--- config.mk ---
export PLATFORM = sky130hd
export DESIGN_NAME = dcp_tx_fmt_flat
export DESIGN_NICKNAME = d
export VERILOG_FILES = /design/src/rtl/dcp_tx_fmt_if.sv /design/src/rtl/dcp_tx_fmt.sv /design/src/flat_wrapper.sv
export SDC_FILE = /design/constraint.sdc
export NUM_CORES = 1
export LEC_CHECK = 0
export BUFFER_PORTS_ARGS = -buffer_cell sky130_fd_sc_hd__buf_2
export CORE_MARGIN = 1
export CORE_UTILIZATION = 30
export CTS_CLUSTER_SIZE = 8
export DETAILED_ROUTE_END_ITERATION = 8
export PLACE_DENSITY = 0.58
export SKIP_LAST_GASP = 1
export SYNTH_ARGS = -nofsm -noshare
export SYNTH_HDL_FRONTEND = slang
export SYNTH_SLANG_ARGS = --single-unit
--- constraint.sdc ---
create_clock -name clk -period 2.5 [get_ports clk]
set_input_delay 0.125 -clock clk [delete_from_list [all_inputs] [get_ports clk]]
set_output_delay 0.125 -clock clk [all_outputs]
set_load 0.03 [all_outputs]
--- src/rtl/dcp_tx_fmt_if.sv ---
// Bundle between the print engines / UART transmitter and dcp_tx_fmt.
// The master side drives the request and tx_ready; the slave side is the formatter.
interface dcp_tx_fmt_if #(
  parameter int DATA_W = 32
);
  logic              req_tx;
  logic              type_tx;
  logic [DATA_W-1:0] din;
  logic              ack_tx;
  logic              busy;
  logic [7:0]        tx_byte;
  logic              tx_valid;
  logic              tx_ready;

  modport master (
    output req_tx, type_tx, din, tx_ready,
    input  ack_tx, busy, tx_byte, tx_valid
  );

  modport slave (
    input  req_tx, type_tx, din, tx_ready,
    output ack_tx, busy, tx_byte, tx_valid
  );
endinterface

--- src/rtl/dcp_tx_fmt.sv ---
// Serial TX formatter: one raw byte or a DATA_W-bit word as hex ASCII per req/ack handshake,
// pushed into the UART byte stream over valid/ready.
module dcp_tx_fmt #(
  parameter int DATA_W    = 32,
  parameter bit HEX_UPPER = 1'b1
) (
  input logic         clk,
  input logic         rst,
  dcp_tx_fmt_if.slave bus
);
  localparam int HEX_N = DATA_W / 4;
  localparam int CNT_W = (HEX_N > 1) ? $clog2(HEX_N) : 1;

  typedef enum logic [1:0] {
    S_IDLE,
    S_SEND,
    S_ACK,
    S_WAIT_LOW
  } state_t;

  state_t            r_state;
  state_t            w_next;
  logic              r_type;
  logic [DATA_W-1:0] r_data;
  logic [CNT_W-1:0]  r_cnt;

  logic              w_accept;
  logic              w_xfer;
  logic [DATA_W-1:0] w_shift;
  logic [3:0]        w_nib;
  logic [7:0]        w_hex;

  assign w_accept = (r_state == S_IDLE) && bus.req_tx;
  assign w_xfer   = (r_state == S_SEND) && bus.tx_ready;

  always_ff @(posedge clk) begin
    if (rst) r_state <= S_IDLE;
    else     r_state <= w_next;
  end

  always_comb begin
    w_next = r_state;
    case (r_state)
      S_IDLE:     if (bus.req_tx) w_next = S_SEND;
      S_SEND:     if (w_xfer && (r_cnt == '0)) w_next = S_ACK;
      S_ACK:      w_next = S_WAIT_LOW;
      S_WAIT_LOW: if (!bus.req_tx) w_next = S_IDLE;
      default:    w_next = S_IDLE;
    endcase
  end

  // Counter walks from the MS nibble down; it stops at zero and the FSM leaves SEND there.
  always_ff @(posedge clk) begin
    if (rst) begin
      r_type <= 1'b0;
      r_data <= '0;
      r_cnt  <= '0;
    end else if (w_accept) begin
      r_type <= bus.type_tx;
      r_data <= bus.din;
      r_cnt  <= bus.type_tx ? CNT_W'(HEX_N - 1) : '0;
    end else if (w_xfer && (r_cnt != '0)) begin
      r_cnt  <= r_cnt - CNT_W'(1);
    end
  end

  assign w_shift = r_data >> {r_cnt, 2'b00};
  assign w_nib   = w_shift[3:0];
  assign w_hex   = (w_nib < 4'd10) ? (8'h30 + {4'h0, w_nib})
                                   : ((HEX_UPPER ? 8'h41 : 8'h61) + {4'h0, w_nib} - 8'd10);

  assign bus.tx_valid = (r_state == S_SEND);
  assign bus.tx_byte  = (r_state == S_SEND) ? (r_type ? w_hex : r_data[7:0]) : 8'h00;
  assign bus.ack_tx   = (r_state == S_ACK);
  assign bus.busy     = (r_state != S_IDLE);
endmodule

--- src/flat_wrapper.sv ---
// flat-port wrapper written by rule: the top's interface ports become plain ports
module dcp_tx_fmt_flat 
#(
  parameter int DATA_W    = 32,
  parameter bit HEX_UPPER = 1'b1
)
  (clk, rst, bus_req_tx, bus_type_tx, bus_din, bus_tx_ready, bus_ack_tx, bus_busy, bus_tx_byte, bus_tx_valid);
  dcp_tx_fmt_if #(.DATA_W(DATA_W)) bus_i ();
  input logic clk;
  input logic rst;
  input wire logic [$bits(bus_i.req_tx)-1:0] bus_req_tx;
  input wire logic [$bits(bus_i.type_tx)-1:0] bus_type_tx;
  input wire logic [$bits(bus_i.din)-1:0] bus_din;
  input wire logic [$bits(bus_i.tx_ready)-1:0] bus_tx_ready;
  output wire logic [$bits(bus_i.ack_tx)-1:0] bus_ack_tx;
  output wire logic [$bits(bus_i.busy)-1:0] bus_busy;
  output wire logic [$bits(bus_i.tx_byte)-1:0] bus_tx_byte;
  output wire logic [$bits(bus_i.tx_valid)-1:0] bus_tx_valid;
  assign bus_i.req_tx = bus_req_tx;
  assign bus_i.type_tx = bus_type_tx;
  assign bus_i.din = bus_din;
  assign bus_i.tx_ready = bus_tx_ready;
  assign bus_ack_tx = bus_i.ack_tx;
  assign bus_busy = bus_i.busy;
  assign bus_tx_byte = bus_i.tx_byte;
  assign bus_tx_valid = bus_i.tx_valid;
  dcp_tx_fmt #(.DATA_W(DATA_W), .HEX_UPPER(HEX_UPPER)) u_core (.clk(clk), .rst(rst), .bus(bus_i));
endmodule
==> results of run 1 <==
-- cell usage in the layout (no fill, tap or decap), types with 3 or more instances in the layout --
master / netlist / routed
nand2_1: 72 / 72
a21oi_1: 41 / 41
buf_4: 1 / 7
ha_1: 8 / 8
buf_2: 0 / 45
mux4_2: 6 / 6
clkbuf_8: 0 / 6
mux2i_1: 3 / 3
nor2b_1: 4 / 4
inv_1: 6 / 6
o21ai_0: 4 / 4
nor2_1: 6 / 6
dfxtp_1: 38 / 36
-- through the flow --
stage | hold WS [ns] | util [%] | area [um^2] | worst slack, ns | cells
final | 0.0718 | 37.6 | 2410 | 0.115 | 359
after global routing | 0.0676 | 37.6 | 2410 | -0.0194 | 359
after CTS | 0.0598 | 37.2 | 2390 | 0.0161 | 357
after detailed placement | 0.370 | 35.7 | 2300 | 0.225 | 349
after global placement | 0.369 | 35.7 | 2300 | 0.280 | 349
after floorplan | 0.261 | - | 2030 | 0.174 | 236
-- worst register-to-register path: stages, from the launching register on --
cell     delay [ns]
dfxtp_1        0.33
inv_1          0.12
ha_1           0.41
nand2_1        0.09
a21oi_1        0.30
nand2_1        0.12
xnor2_1        0.16
a21oi_1        0.08
-- worst max-delay path by stage --
stage	start	to	cells after the start
floorplan	u_core.r_cnt[0]	bus_tx_byte[1]	6
global placement	u_core.r_cnt[0]	bus_tx_byte[6]	9
detailed placement	u_core.r_cnt[0]	bus_tx_byte[6]	9
CTS	u_core.r_cnt[1]	bus_tx_byte[6]	9
global route	u_core.r_cnt[0]	bus_tx_byte[6]	9
finish	u_core.r_cnt[0]	bus_tx_byte[6]	9
-- cell families after synthesis --
logic type,count (synthesis),share of synthesized area (%)
multiplexers,13,11.7
AND/OR/NAND/NOR,92,18.9
XOR/XNOR,2,0.865
AO/OA/AOI/OAI,60,18.8
buffers and inverters,23,7.29
flip-flops,38,37.6
adder cells (fa/ha/maj),8,4.94
-- flip-flops by register name, summed over array words and instances, names as in the netlist --
register,count
u_core.r_data,32
u_core.r_type,1
u_core.r_state,2
u_core.r_cnt,3
-- per-layer routing --
layer | track usage [%] | vias to the layer above | share of wire [%]
met2 | 22.7 | 50 | 46
met1 | 17.7 | 775 | 48
met4 | 5.02 | 0 | 1.9
li1 | - | 886 | -
met3 | 3.44 | 10 | 4.7
met5 | 0 | - | 0
-- where the power goes --
group | switching (mW) | internal, mW
logic | 0.663 | 0.493
registers | 0.112 | 0.742
clock network | 0.207 | 0.222
-- synth_stat cells, drive strengths merged, types with 2 or more instances --
library cell,number,area (um^2)
a211oi,3,32.5
a21oi,41,205
and2,2,12.5
and3,2,12.5
buf,3,30.0
clkbuf,11,41.3
dfxtp,38,761
ha,8,100
inv,7,26.3
mux2,2,26.3
mux2i,5,75.1
mux4,6,135
nand2,73,277
nand3b,2,15.0
nor2,6,22.5
nor2b,4,25.0
o21ai,4,20.0
xnor2,2,17.5
-- area by class of cell --
| cell class | instances | area, um^2 |
|---|---|---|
| Inverter | 8 | 43.8 |
| Tap cell | 77 | 96.3 |
| Fill cell | 660 | 4010 |
| Timing Repair Buffer | 53 | 298 |
| Sequential cell | 38 | 766 |
| Clock buffer | 7 | 86.3 |
| Multi-Input combinational cell | 175 | 1120 |
| Clock inverter | 1 | 5.00 |
-- timing repair --
item,4_1_cts,5_1_grt
setup endpoints to repair,3,4
resized for setup,2,4
setup buffers,0,2
pin swaps,0,2
==> impl_metrics.yaml, run 1 <==
synthesis:
  syn-instance-count: 236
  synth_edf_count: 0
  yosysWarnings: 0
  yosysSeqAreaShare_pct: 37.6
  async_flop_share_pct: 0
  syn-num-nets: 281
  synth_seq_cells: 38
  synth_flop_cell: "dfxtp_1"
  synthesis.area_um2: 2030
  synth.distinct_cells: 41
  avgSynthCellArea_um2: 8.58
floorplanning:
  core-area_um2: 6420
  start_util_pct: 31.5
  rows: 29
  die_y_um: 84.2
  die_w_um: 84.2
  dieArea_um2: 7080
  ios: 48
setup_path:
  cp-start-kind: "flop"
  reg2reg_depth: 7
  worstPathArrival_ns: 2.26
  crit_required_ns: 2.38
  ff2ff_setup_slack_ns: 0.77
  end_kind: "primary output"
  worstSetupPathType: "flop to primary output"
  cp_max_fo: 8
  path_buf_inv: 2
  critPathMaxStageDelay_ns: 0.38
  r2r-start: "u_core.r_state[1]"
  reg2reg_to: "u_core.r_cnt[2]"
  crit_path_top_delay_cell: "dfxtp_4"
  crit_family: "compound AO/OA/AOI/OAI gates"
  cp_cell_sequence: "buf_12 -> mux2i_1 -> a22oi_4 -> nand2_2 -> ha_1 -> nand3b_1 -> a211oi_2 -> o21a_1 -> buf_4"
placement:
  place_congestion: 0.781
  hpwl_um: 3360
  io_buffers: 47
global_route:
  grt_pass1_vias: 1648
  grt_pass1_wl_um: 7780
  grt_use_total_pct: 13.9
  grt-ovfl-total: 0
  grt_max_degree: 38
  antenna_found_initial: 0
worst_hold_path:
  hp-start: "bus_din[24]"
  whs_path_depth: 3
  min_path_type: "input pin to flop"
  whs_endpoint: "u_core.r_data[24]"
detailed_routing:
  avgViaCountPerCell: 4.79
  firstDrtPassIters: 6
  vias: 1721
  ant_nets: 0
  wirelength_um: 4660
  drc: 6
  drt_iter0_drc: 45
  wl_per_cell_um: 13.0
timing:
  rsz0062_at_grt: "yes"
  fin_crit_sh_pct: 95.4
  layout_min_cycle_time_ns: 2.39
  hold_viol: 0
  setup-tns-final_ns: 0
  max_slew_margin_pct: 55.5
  fmax_mhz: 419
  worstMarginPinSlew_ns: 0.668
  setup-violations-final: 0
  drv_slew: 0
  skew_ns: 0.00689
clock_network:
  cts_buffers: 5
  cts_tree: "built"
  cts-hold-fix-buffers: 0
  clk_latency_ns: 0.29
  clk_path_buf_depth: 2
  clk_pin_slew_ns: 0.07
  cts_sinks: 38
  htree_levels: 2
  root_buffer: "clkbuf_8"
pwr:
  ir_worst_vdd_mv: 0.325
  p_per_area_nw_per_um2: 1010
  p_total_mw: 2.44
  p_leak_nw: 0.996
outcome:
  violations: "DRC"
  status: "complete, but fails checks"
finish:
  diodes: 0
  drive_gt1_share_pct: 28.4
  area_growth_pct: 19.1
  layout.nets: 326
run:
  cap_violations: 0
Note: power is estimated with default switching activity, not from simulation.
==> run 2, diff against run 1 <==
--- a/config.mk
+++ b/config.mk
@@ -10,8 +10,9 @@
 export CORE_UTILIZATION = 30
 export CTS_CLUSTER_SIZE = 8
 export DETAILED_ROUTE_END_ITERATION = 8
-export PLACE_DENSITY = 0.58
+export PLACE_DENSITY_LB_ADDON = 0.08
 export SKIP_LAST_GASP = 1
+export SLEW_MARGIN = 25
 export SYNTH_ARGS = -nofsm -noshare
 export SYNTH_HDL_FRONTEND = slang
 export SYNTH_SLANG_ARGS = --single-unit
==> run 2 against run 1 <==
  * The flow still finishes with violations (DRC)
  * Count of clock-buffer cells in the layout stayed put
  * Utilization up 0.27 points
  * Setup slack gained 0.017 ns
  * Power rose by 0.70%
  * Sequential share of layout area is 0.38 points lower
  * Clock power is 8.8% lower
  * Critical endpoint is now bus_tx_byte[1]
  * Register-to-register slack lost 0.07 ns
==> impl_metrics.yaml, run 2 (same netlist as run 1, synthesis figures left out) <==
setup_path:
  reg2reg_depth: 9
  crit_required_ns: 2.38
  cp_cell_sequence: "buf_6 -> mux4_2 -> mux2i_4 -> ha_4 -> a22o_1 -> a21oi_1 -> buf_4"
  critPathMaxStageDelay_ns: 0.52
  cp_max_fo: 5
  path_depth: 7
  cp-start-kind: "flop"
  worstPathArrival_ns: 2.24
  end_kind: "primary output"
  worstSetupPathType: "flop to primary output"
  crit_family: "multiplexers"
  crit_path_top_delay_cell: "mux4_2"
  path_buf_inv: 2
finish:
  fin_cells: 361
  area_growth_pct: 20.0
  largest_register_ffs: 32
  layout.nets: 329
  design_area_um2: 2430
  n_fill_cell: 708
  multi_input_area_um2: 1140
  largestRegisters: "u_core.r_data x32, u_core.r_cnt x3, u_core.r_state x2"
  diodes: 0
  final_common_cell: "nand2_1"
  top_register: "u_core.r_data"
  final_cell_mix: "72 x nand2_1, 46 x buf_2, 41 x a21oi_1, 37 x dfxtp_1, 9 x buf_4"
  drive_gt1_share_pct: 28.9
  seq_area_um2: 762
outcome:
  status: "complete, but fails checks"
  violations: "DRC"
placement:
  place_inst: 348
  place_congestion: 0.758
  dpl_cell_area_um2: 2280
  io_buffers: 47
  hpwl_um: 3400
timing:
  hold_viol: 0
  fmax_mhz: 422
  hold_ws_ns: 0.0681
  rsz0062_at_grt: "no"
  setup-violations-final: 0
  worstMarginPinSlew_ns: 0.700
  fin_crit_sh_pct: 94.8
  drv_slew: 0
  setup-tns-final_ns: 0
  max_slew_margin_pct: 53.3
  layout_min_cycle_time_ns: 2.37
  skew_ns: 0.00284
detailed_routing:
  vias: 1717
  drc: 4
  wirelength_um: 4930
  wl_per_cell_um: 13.6
  firstDrtPassIters: 6
  ant_nets: 0
  avgViaCountPerCell: 4.76
  drt_iter0_drc: 95
global_route:
  grt_pass1_vias: 1650
  grt-busiest-layer: "met2"
  grt_use_met1_pct: 20.1
  antenna_found_initial: 0
  grt_util_met2_pct: 22.9
  grt_pass1_wl_um: 8170
  grt_max_degree: 38
  grtUsageMet3_pct: 3.54
  grt_use_total_pct: 14.8
  grt-ovfl-total: 0
clock_network:
  root_buffer: "clkbuf_8"
  clk_latency_ns: 0.29
  cts_sinks: 38
  htree_levels: 2
  cts_tree: "built"
  clk_path_buf_depth: 2
  cts_buffers: 5
  clk_pin_slew_ns: 0.07
floorplanning:
  start_util_pct: 31.5
  core-area_um2: 6420
  die_y_um: 84.2
  ios: 48
  dieArea_um2: 7080
  die_w_um: 84.2
  rows: 29
worst_hold_path:
  whs_path_depth: 3
  min_path_type: "input pin to flop"
run:
  cap_violations: 0
pwr:
  p_per_area_nw_per_um2: 1010
  p_leak_nw: 1.00
  ir_worst_vdd_mv: 0.262
## run 2: timing repair
| action | CTS | global route |
|---|---|---|
| endpoints found under the setup margin | 2 | 4 |
| gates resized for setup | 2 | 5 |
| setup buffers | 0 | 5 |
| hold buffers | 0 | 0 |
| gates cloned | 0 | 1 |
| pin swaps | 0 | 2 |
## run 2: area by class of cell
type	instances	share of cell area, %
multi-input combinational	175	47.0
sequential	38	31.4
timing repair buffer	56	12.7
tap	77	3.96
clock buffer	7	3.14
inverter	8	1.80
## run 2: power by group
part	total (mW)	internal [mW]	switching (mW)
sequential	0.845	0.739	0.106
clock	0.392	0.192	0.200
combinational	1.22	0.526	0.694
total	2.46	1.46	1.00
## run 2: worst paths after layout
| path | start | end | slack (ns) |
|---|---|---|---|
| worst max-delay path | u_core.r_cnt[0] | bus_tx_byte[1] | 0.13 |
| worst min-delay path | bus_din[29] | u_core.r_data[29] | 0.07 |
| worst max register to register | u_core.r_cnt[0] | u_core.r_state[1] | 0.70 |
| worst min register to register | u_core.r_data[22] | u_core.r_data[22] | 0.46 |
## run 2: layer usage
metal	wire length, um	share of wire, %
met1	2420	49
met2	2210	45
met3	218	4.4
met4	71	1.4
met5	0	0
## run 2: metrics by stage
step | util [%] | power, mW | setup slack [ns]
finish | 37.8 | 2.46 | 0.131
global route | 37.8 | 2.67 | 0.00418
CTS | 36.7 | 2.41 | 0.00605
detailed placement | 35.5 | 1.99 | 0.320
global placement | 35.4 | 1.99 | 0.313
floorplan | - | 1.76 | 0.174
## run 2: worst register-to-register path: stages, from the launching register on
cell	delay, ns
dfxtp_1	0.32
buf_6	0.13
buf_4	0.14
inv_1	0.07
ha_1	0.17
nand3b_1	0.10
a221oi_1	0.49
nor2_1	0.08
a21oi_1	0.13
nor2_1	0.05
